### config.mk
export PLATFORM = sky130hd
export DESIGN_NAME = dmem_load_unit_flat
export DESIGN_NICKNAME = d
export VERILOG_FILES = /design/src/rtl/dmem_load_if.sv /design/src/rtl/dmem_load_unit.sv /design/src/flat_wrapper.sv
export SDC_FILE = /design/constraint.sdc
export NUM_CORES = 1
export LEC_CHECK = 0
export ABC_AREA = 1
export CAP_MARGIN = 20
export CORE_MARGIN = 2
export CORE_UTILIZATION = 41
export CTS_CLUSTER_SIZE = 20
export DETAILED_ROUTE_END_ITERATION = 10
export PLACE_DENSITY = 0.79
export SLEW_MARGIN = 10
export SYNTH_ARGS = -nofsm -noshare
export SYNTH_HDL_FRONTEND = slang
export SYNTH_SLANG_ARGS = --single-unit
### constraint.sdc
create_clock -name clk -period 1.5 [get_ports clk]
set_clock_uncertainty 0.05 [all_clocks]
set_input_delay 0.3 -clock clk [delete_from_list [all_inputs] [get_ports clk]]
set_output_delay 0.3 -clock clk [all_outputs]
set_load 0.03 [all_outputs]
### src/rtl/dmem_load_if.sv
// Load-unit bus bundle: pipeline request/response, BRAM read port and busy status.
// The slave modport is the load unit; the master modport is the pipeline + BRAM side.
interface dmem_load_if;
    logic        req_valid;
    logic        req_ready;
    logic [31:0] req_addr;
    logic [1:0]  req_size;
    logic        req_unsigned;
    logic        bram_en;
    logic [31:0] bram_addr;
    logic [31:0] bram_rdata;
    logic        rsp_valid;
    logic [31:0] rsp_data;
    logic        rsp_err;
    logic        busy;

    modport master (
        output req_valid, req_addr, req_size, req_unsigned, bram_rdata,
        input  req_ready, bram_en, bram_addr, rsp_valid, rsp_data, rsp_err, busy
    );

    modport slave (
        input  req_valid, req_addr, req_size, req_unsigned, bram_rdata,
        output req_ready, bram_en, bram_addr, rsp_valid, rsp_data, rsp_err, busy
    );
endinterface

### src/rtl/dmem_load_unit.sv
// Byte/halfword/word load path from a 32-bit data BRAM with sign/zero extension.
// Define DMEM_LOAD_SPLIT_EN to execute misaligned loads as two consecutive word reads.
module dmem_load_unit #(
    parameter int ADDR_W   = 8,
    parameter int BRAM_LAT = 1
) (
    input logic        clk,
    input logic        rst,
    dmem_load_if.slave bus
);
`ifdef DMEM_LOAD_SPLIT_EN
    localparam bit SPLIT_EN = 1'b1;
`else
    localparam bit SPLIT_EN = 1'b0;
`endif
    localparam logic [2:0] LAT_C = 3'(BRAM_LAT);

    typedef enum logic [2:0] {IDLE, RD0, RD1, WAIT, RESP} state_t;

    state_t            state_q, state_d;
    logic [ADDR_W-1:0] idx_q, idx_d;
    logic [1:0]        off_q, off_d;
    logic [1:0]        size_q, size_d;
    logic              uns_q, uns_d;
    logic              err_q, err_d;
    logic              split_q, split_d;
    logic [2:0]        cnt_q, cnt_d;
    logic [31:0]       word0_q, word0_d;
    logic [31:0]       word1_c;

    logic              ready_c, misalign_c, req_err_c, req_split_c;
    logic              bram_en_c;
    logic [31:0]       bram_addr_c;
    logic [63:0]       pair_c;
    logic [31:0]       lane_c, data_c;
    logic              unused_addr_c;

`ifdef DMEM_LOAD_SPLIT_EN
    logic [31:0] word1_q, word1_d;
    assign word1_c = word1_q;
`else
    assign word1_c = 32'h0;
`endif

    assign unused_addr_c = ^bus.req_addr[31:ADDR_W+2];
    assign ready_c       = (state_q == IDLE) && !rst;

    always_comb begin
        case (bus.req_size)
            2'b01:   misalign_c = (bus.req_addr[1:0] == 2'd3);
            2'b10:   misalign_c = (bus.req_addr[1:0] != 2'd0);
            default: misalign_c = 1'b0;
        endcase
    end

    assign req_split_c = misalign_c && SPLIT_EN;
    assign req_err_c   = (bus.req_size == 2'b11) || (misalign_c && !SPLIT_EN);

    always_comb begin
        state_d     = state_q;
        idx_d       = idx_q;
        off_d       = off_q;
        size_d      = size_q;
        uns_d       = uns_q;
        err_d       = err_q;
        split_d     = split_q;
        cnt_d       = cnt_q;
        word0_d     = word0_q;
`ifdef DMEM_LOAD_SPLIT_EN
        word1_d     = word1_q;
`endif
        bram_en_c   = 1'b0;
        bram_addr_c = '0;

        case (state_q)
            IDLE: begin
                if (bus.req_valid && ready_c) begin
                    idx_d   = bus.req_addr[ADDR_W+1:2];
                    off_d   = bus.req_addr[1:0];
                    size_d  = bus.req_size;
                    uns_d   = bus.req_unsigned;
                    err_d   = req_err_c;
                    split_d = req_split_c;
                    // Counter reaches 0 on the cycle the last needed word is on bram_rdata.
                    cnt_d   = LAT_C + {2'b00, req_split_c};
                    state_d = req_err_c ? RESP : RD0;
                end
            end
            RD0: begin
                bram_en_c                = 1'b1;
                bram_addr_c[ADDR_W-1:0]  = idx_q;
                state_d                  = split_q ? RD1 : WAIT;
            end
            RD1: begin
                bram_en_c                = 1'b1;
                bram_addr_c[ADDR_W-1:0]  = idx_q + ADDR_W'(1);
                state_d                  = WAIT;
            end
            WAIT: begin
                if (cnt_q == 3'd0) state_d = RESP;
            end
            RESP:    state_d = IDLE;
            default: state_d = IDLE;
        endcase

        // With short latency word0 can arrive while RD1 is still issuing.
        if (state_q == RD0 || state_q == RD1 || state_q == WAIT) begin
            if (cnt_q != 3'd0) cnt_d = cnt_q - 3'd1;
            if (cnt_q == {2'b00, split_q}) word0_d = bus.bram_rdata;
`ifdef DMEM_LOAD_SPLIT_EN
            if (split_q && cnt_q == 3'd0) word1_d = bus.bram_rdata;
`endif
        end
    end

    always_ff @(posedge clk or posedge rst) begin
        if (rst) begin
            state_q <= IDLE;
            idx_q   <= '0;
            off_q   <= 2'd0;
            size_q  <= 2'd0;
            uns_q   <= 1'b0;
            err_q   <= 1'b0;
            split_q <= 1'b0;
            cnt_q   <= 3'd0;
            word0_q <= 32'h0;
`ifdef DMEM_LOAD_SPLIT_EN
            word1_q <= 32'h0;
`endif
        end else begin
            state_q <= state_d;
            idx_q   <= idx_d;
            off_q   <= off_d;
            size_q  <= size_d;
            uns_q   <= uns_d;
            err_q   <= err_d;
            split_q <= split_d;
            cnt_q   <= cnt_d;
            word0_q <= word0_d;
`ifdef DMEM_LOAD_SPLIT_EN
            word1_q <= word1_d;
`endif
        end
    end

    // Little-endian lanes: shift the two-word window down by the byte offset.
    assign pair_c = {word1_c, word0_q};
    assign lane_c = 32'(pair_c >> {off_q, 3'b000});

    always_comb begin
        case (size_q)
            2'b00:   data_c = {{24{~uns_q & lane_c[7]}},  lane_c[7:0]};
            2'b01:   data_c = {{16{~uns_q & lane_c[15]}}, lane_c[15:0]};
            default: data_c = lane_c;
        endcase
    end

    assign bus.req_ready = ready_c;
    assign bus.busy      = (state_q != IDLE);
    assign bus.bram_en   = bram_en_c;
    assign bus.bram_addr = bram_addr_c;
    assign bus.rsp_valid = (state_q == RESP);
    assign bus.rsp_err   = (state_q == RESP) && err_q;
    assign bus.rsp_data  = ((state_q == RESP) && !err_q) ? data_c : 32'h0;
endmodule

### src/flat_wrapper.sv
// flat-port wrapper written by rule: the top's interface ports become plain ports
module dmem_load_unit_flat 
#(
    parameter int ADDR_W   = 8,
    parameter int BRAM_LAT = 1
)
  (clk, rst, bus_req_valid, bus_req_addr, bus_req_size, bus_req_unsigned, bus_bram_rdata, bus_req_ready, bus_bram_en, bus_bram_addr, bus_rsp_valid, bus_rsp_data, bus_rsp_err, bus_busy);
  dmem_load_if bus_i ();
  input logic clk;
  input logic rst;
  input wire logic [$bits(bus_i.req_valid)-1:0] bus_req_valid;
  input wire logic [$bits(bus_i.req_addr)-1:0] bus_req_addr;
  input wire logic [$bits(bus_i.req_size)-1:0] bus_req_size;
  input wire logic [$bits(bus_i.req_unsigned)-1:0] bus_req_unsigned;
  input wire logic [$bits(bus_i.bram_rdata)-1:0] bus_bram_rdata;
  output wire logic [$bits(bus_i.req_ready)-1:0] bus_req_ready;
  output wire logic [$bits(bus_i.bram_en)-1:0] bus_bram_en;
  output wire logic [$bits(bus_i.bram_addr)-1:0] bus_bram_addr;
  output wire logic [$bits(bus_i.rsp_valid)-1:0] bus_rsp_valid;
  output wire logic [$bits(bus_i.rsp_data)-1:0] bus_rsp_data;
  output wire logic [$bits(bus_i.rsp_err)-1:0] bus_rsp_err;
  output wire logic [$bits(bus_i.busy)-1:0] bus_busy;
  assign bus_i.req_valid = bus_req_valid;
  assign bus_i.req_addr = bus_req_addr;
  assign bus_i.req_size = bus_req_size;
  assign bus_i.req_unsigned = bus_req_unsigned;
  assign bus_i.bram_rdata = bus_bram_rdata;
  assign bus_req_ready = bus_i.req_ready;
  assign bus_bram_en = bus_i.bram_en;
  assign bus_bram_addr = bus_i.bram_addr;
  assign bus_rsp_valid = bus_i.rsp_valid;
  assign bus_rsp_data = bus_i.rsp_data;
  assign bus_rsp_err = bus_i.rsp_err;
  assign bus_busy = bus_i.busy;
  dmem_load_unit #(.ADDR_W(ADDR_W), .BRAM_LAT(BRAM_LAT)) u_core (.clk(clk), .rst(rst), .bus(bus_i));
endmodule
==> summary.md <==
| Metric | Value |
|---|---|
| GRT Total Usage | 23.58% |
| FMAX | 0.4571 GHz |
| Final Hold Violating Endpoints | 0 |
| Largest net degree at the start of global routing | 53 |
| Commonest non-fill, non-tap cell in the layout | nand2_1 |
| I/O pins | 139 |
| Total CTS buffers | 5 |
| Cells after DPL | 746 |
| DRC violations left | 0 |
| Dpl ws | -446.2 ps |
| Longest Clk Path Bufs | 2 |
| Type of origin of the critical path | flip-flop |
| Drt pass-1 iters | 5 |
| Worst skew pair latency | 320 ps |
| RSZ-0062 raised after global routing | yes |
| Netlist cell types | 34 |
| Failing checks | negative setup slack |
| CP Class | reg -> out |
| Hold Path Class | reg -> reg |
| Count of final setup violators | 64 |
| P&R area growth vs syn | 65.94% |
| Sequential-to-total area share from yosys stat | 35.28% |
| Sequential Area | 1304 um^2 |
| Grt total ovfl | 0 |
| Max VDD drop | 1119 uV |
| H-tree Lvls | 2 |
| Initial antenna violation count | 0 |
| Drt initial violations | 251 |
| CP top delay family | buffers and inverters |
| CTS tree | built |
| HPWL Detailed | 7758 um |
| Final period util | 145.8% |
| Setup ws final | -687.6 ps |
| DR vias | 4156 |
| Critical R2R Capture | u_core.state_q[0] |
| CP Capture Type | output port |
| DR WL/cell | 17.31 um |
| Cell Area, Synth | 3689 um^2 |
| FF-to-FF setup slack | -90 ps |
| Number of diodes | 0 |
| Synth warnings | 0 |
| Worst slew pin tran | 623.9 ps |
| Die area | 9771 um^2 |
| Worst EP arrival | 1840 ps |
| Cell count after synthesis | 510 |
| Hold EP | u_core.word0_q[1] |
| Via density per instance | 5.376 |
| Status | finished, violations left |
| Number of synthesized flops with an enable pin | 0 |
| Die Y | 98.85 um |
| Worst hold path depth | 2 |
| Post-route ant nets | 0 |
| Slowest CP cell | dfrtp_1 |
| Hold path start | u_core.word0_q[1] |
| Syn_area_per_cell | 7.232 um^2 |
| Routability cong. | 0.8430 |
| Pwr dens | 2171 nW/um^2 |
| Worst path cell trace | nor2_4, inv_4, nor2_4, nand2_4, buf_12, buf_6, a21oi_4, buf_6 |
| Final non-filler cell total | 773 |
| Worst path buffer plus inverter count | 4 |
| FILL cells | 606 |
| CTS root buf | clkbuf_8 |
| Max-Slew Margin vs Limit | 58.34% |
| Footprint of the multi-input gates | 2532 um^2 |
| Clk slew on worst S/H paths | 100 ps |
| Die X | 98.85 um |
| Core ar. | 8721 um^2 |
| # rows | 34 |
| Starting Density | 42.30% |
| WP data required | 1150 ps |
| Max Cap Violations | 0 |
| Vias in the first global route | 4036 |
| Clock sink total | 52 |
| Port buffer count | 92 |
| Max FO, Critical Path | 17 |
| Main synth FF type | dfrtp_1 |
| Yosys reg bits | 52 |
| R2r startpoint | u_core.state_q[0] |
| Commonest non-fill, non-tap cells in the layout | 111 x nand2_1, 66 x buf_4, 50 x dfrtp_1 |
| Reg2Reg Depth | 10 |
| Final WL | 13380 um |
| Post-CTS Hold Fix Bufs | 0 |
| Layout Nets | 740 |
| Fraction of layout instances using a drive strength above 1 | 45.26% |
| Asr flop ratio synth | 100.0% |
| Min cycle time layout | 2188 ps |
| Global-route wire length before repair | 18860 um |
| Max stage delay on crit path | 430 ps |
| Leak | 2.924 nW |
| Max-slew violation count | 0 |
[worst min-delay path, cell delays in order, from the launching register on]
cell and delay (ps):
dfrtp_1 360, nand2_1 60, nand2_1 50
[routing by layer]
| layer | GRT usage [%] | up-vias | share of wire (%) |
|---|---|---|---|
| met4 | 8.325 | 0 | 3.4 |
| met3 | 3.759 | 41 | 5.9 |
| met1 | 29.71 | 2042 | 40 |
| met5 | 0 | - | 0 |
| li1 | - | 1894 | - |
| met2 | 40.90 | 179 | 51 |
[report_power, final]
part           total, W  switching [W]  internal, W
registers       0.00276       0.000658      0.00210
logic           0.00951        0.00555      0.00396
clock network   0.00102       0.000521     0.000503
[how the worst max path moves through the flow]
stage | start | to | slack [ps] | depth (start not counted)
4_1_cts | u_core.off_q[0] | bus_rsp_data[21] | -590 | 8
2_1_floorplan | u_core.state_q[0] | bus_rsp_data[17] | -280 | 8
6_report | u_core.state_q[0] | bus_rsp_data[15] | -690 | 8
3_3_place_gp | u_core.off_q[0] | bus_rsp_data[21] | -410 | 8
3_5_place_dp | u_core.off_q[0] | bus_rsp_data[21] | -450 | 8
5_1_grt | u_core.state_q[0] | bus_rsp_data[31] | -730 | 9
[state kept, by name (all words and copies together) (netlist names)]
register and flops:
u_core.err_q 1, u_core.cnt_q 3, u_core.off_q 2, u_core.word0_q 32, u_core.idx_q 8, u_core.state_q 3
u_core.size_q 2, u_core.uns_q 1
[area by class of cell]
cell class | instances | share of cell area (%)
multi-input combinational | 371 | 41.37
timing repair buffer | 172 | 28.64
sequential | 52 | 21.30
inverter | 62 | 4.599
tap | 108 | 2.208
clock buffer | 5 | 1.124
clock inverter | 3 | 0.7563
[per-stage QoR]
step | hold WS [ps] | total power [W] | utilization (%) | area, um^2 | TNS [ps]
after CTS | 438.3 | 0.01175 | 65.29 | 5694 | -21820
after global routing | 462.1 | 0.01404 | 70.19 | 6121 | -28240
after detailed placement | 412.2 | 0.009888 | 59.83 | 5218 | -12280
final | 439.0 | 0.01329 | 70.19 | 6121 | -24570
after floorplan | 313.1 | 0.007533 | - | 4101 | -9387
after global placement | 404.8 | 0.009668 | 59.83 | 5218 | -10600
[cells in the mapped netlist, drive strengths merged, types with 2 or more instances]
cell,count,area (um^2)
nand2,142,585.6
nor2,37,182.7
xor2,2,17.52
dfrtp,52,1301
inv,62,237.7
ha,6,75.07
o21ai,21,105.1
o22ai,5,31.28
nand3,58,325.3
a21oi,55,339.1
buf,49,352.8
or2,7,43.79
o211ai,7,52.55
clkbuf,2,7.510
[repair_timing]
item | in CTS | in global routing
resized for setup | 83 | 81
setup endpoints to repair | 52 | 93
pin swaps | 14 | 14
setup buffers | 8 | 7
gates cloned | 1 | 8
[cell families after synthesis]
family / synth area share [%]
flip-flops: 35.28
adder cells (fa/ha/maj): 2.035
AND/OR/NAND/NOR: 31.14
other: 0.1017
AO/OA/AOI/OAI: 14.52
XOR/XNOR: 0.7125
buffers and inverters: 16.21
Power figures use the tool's default switching activity.
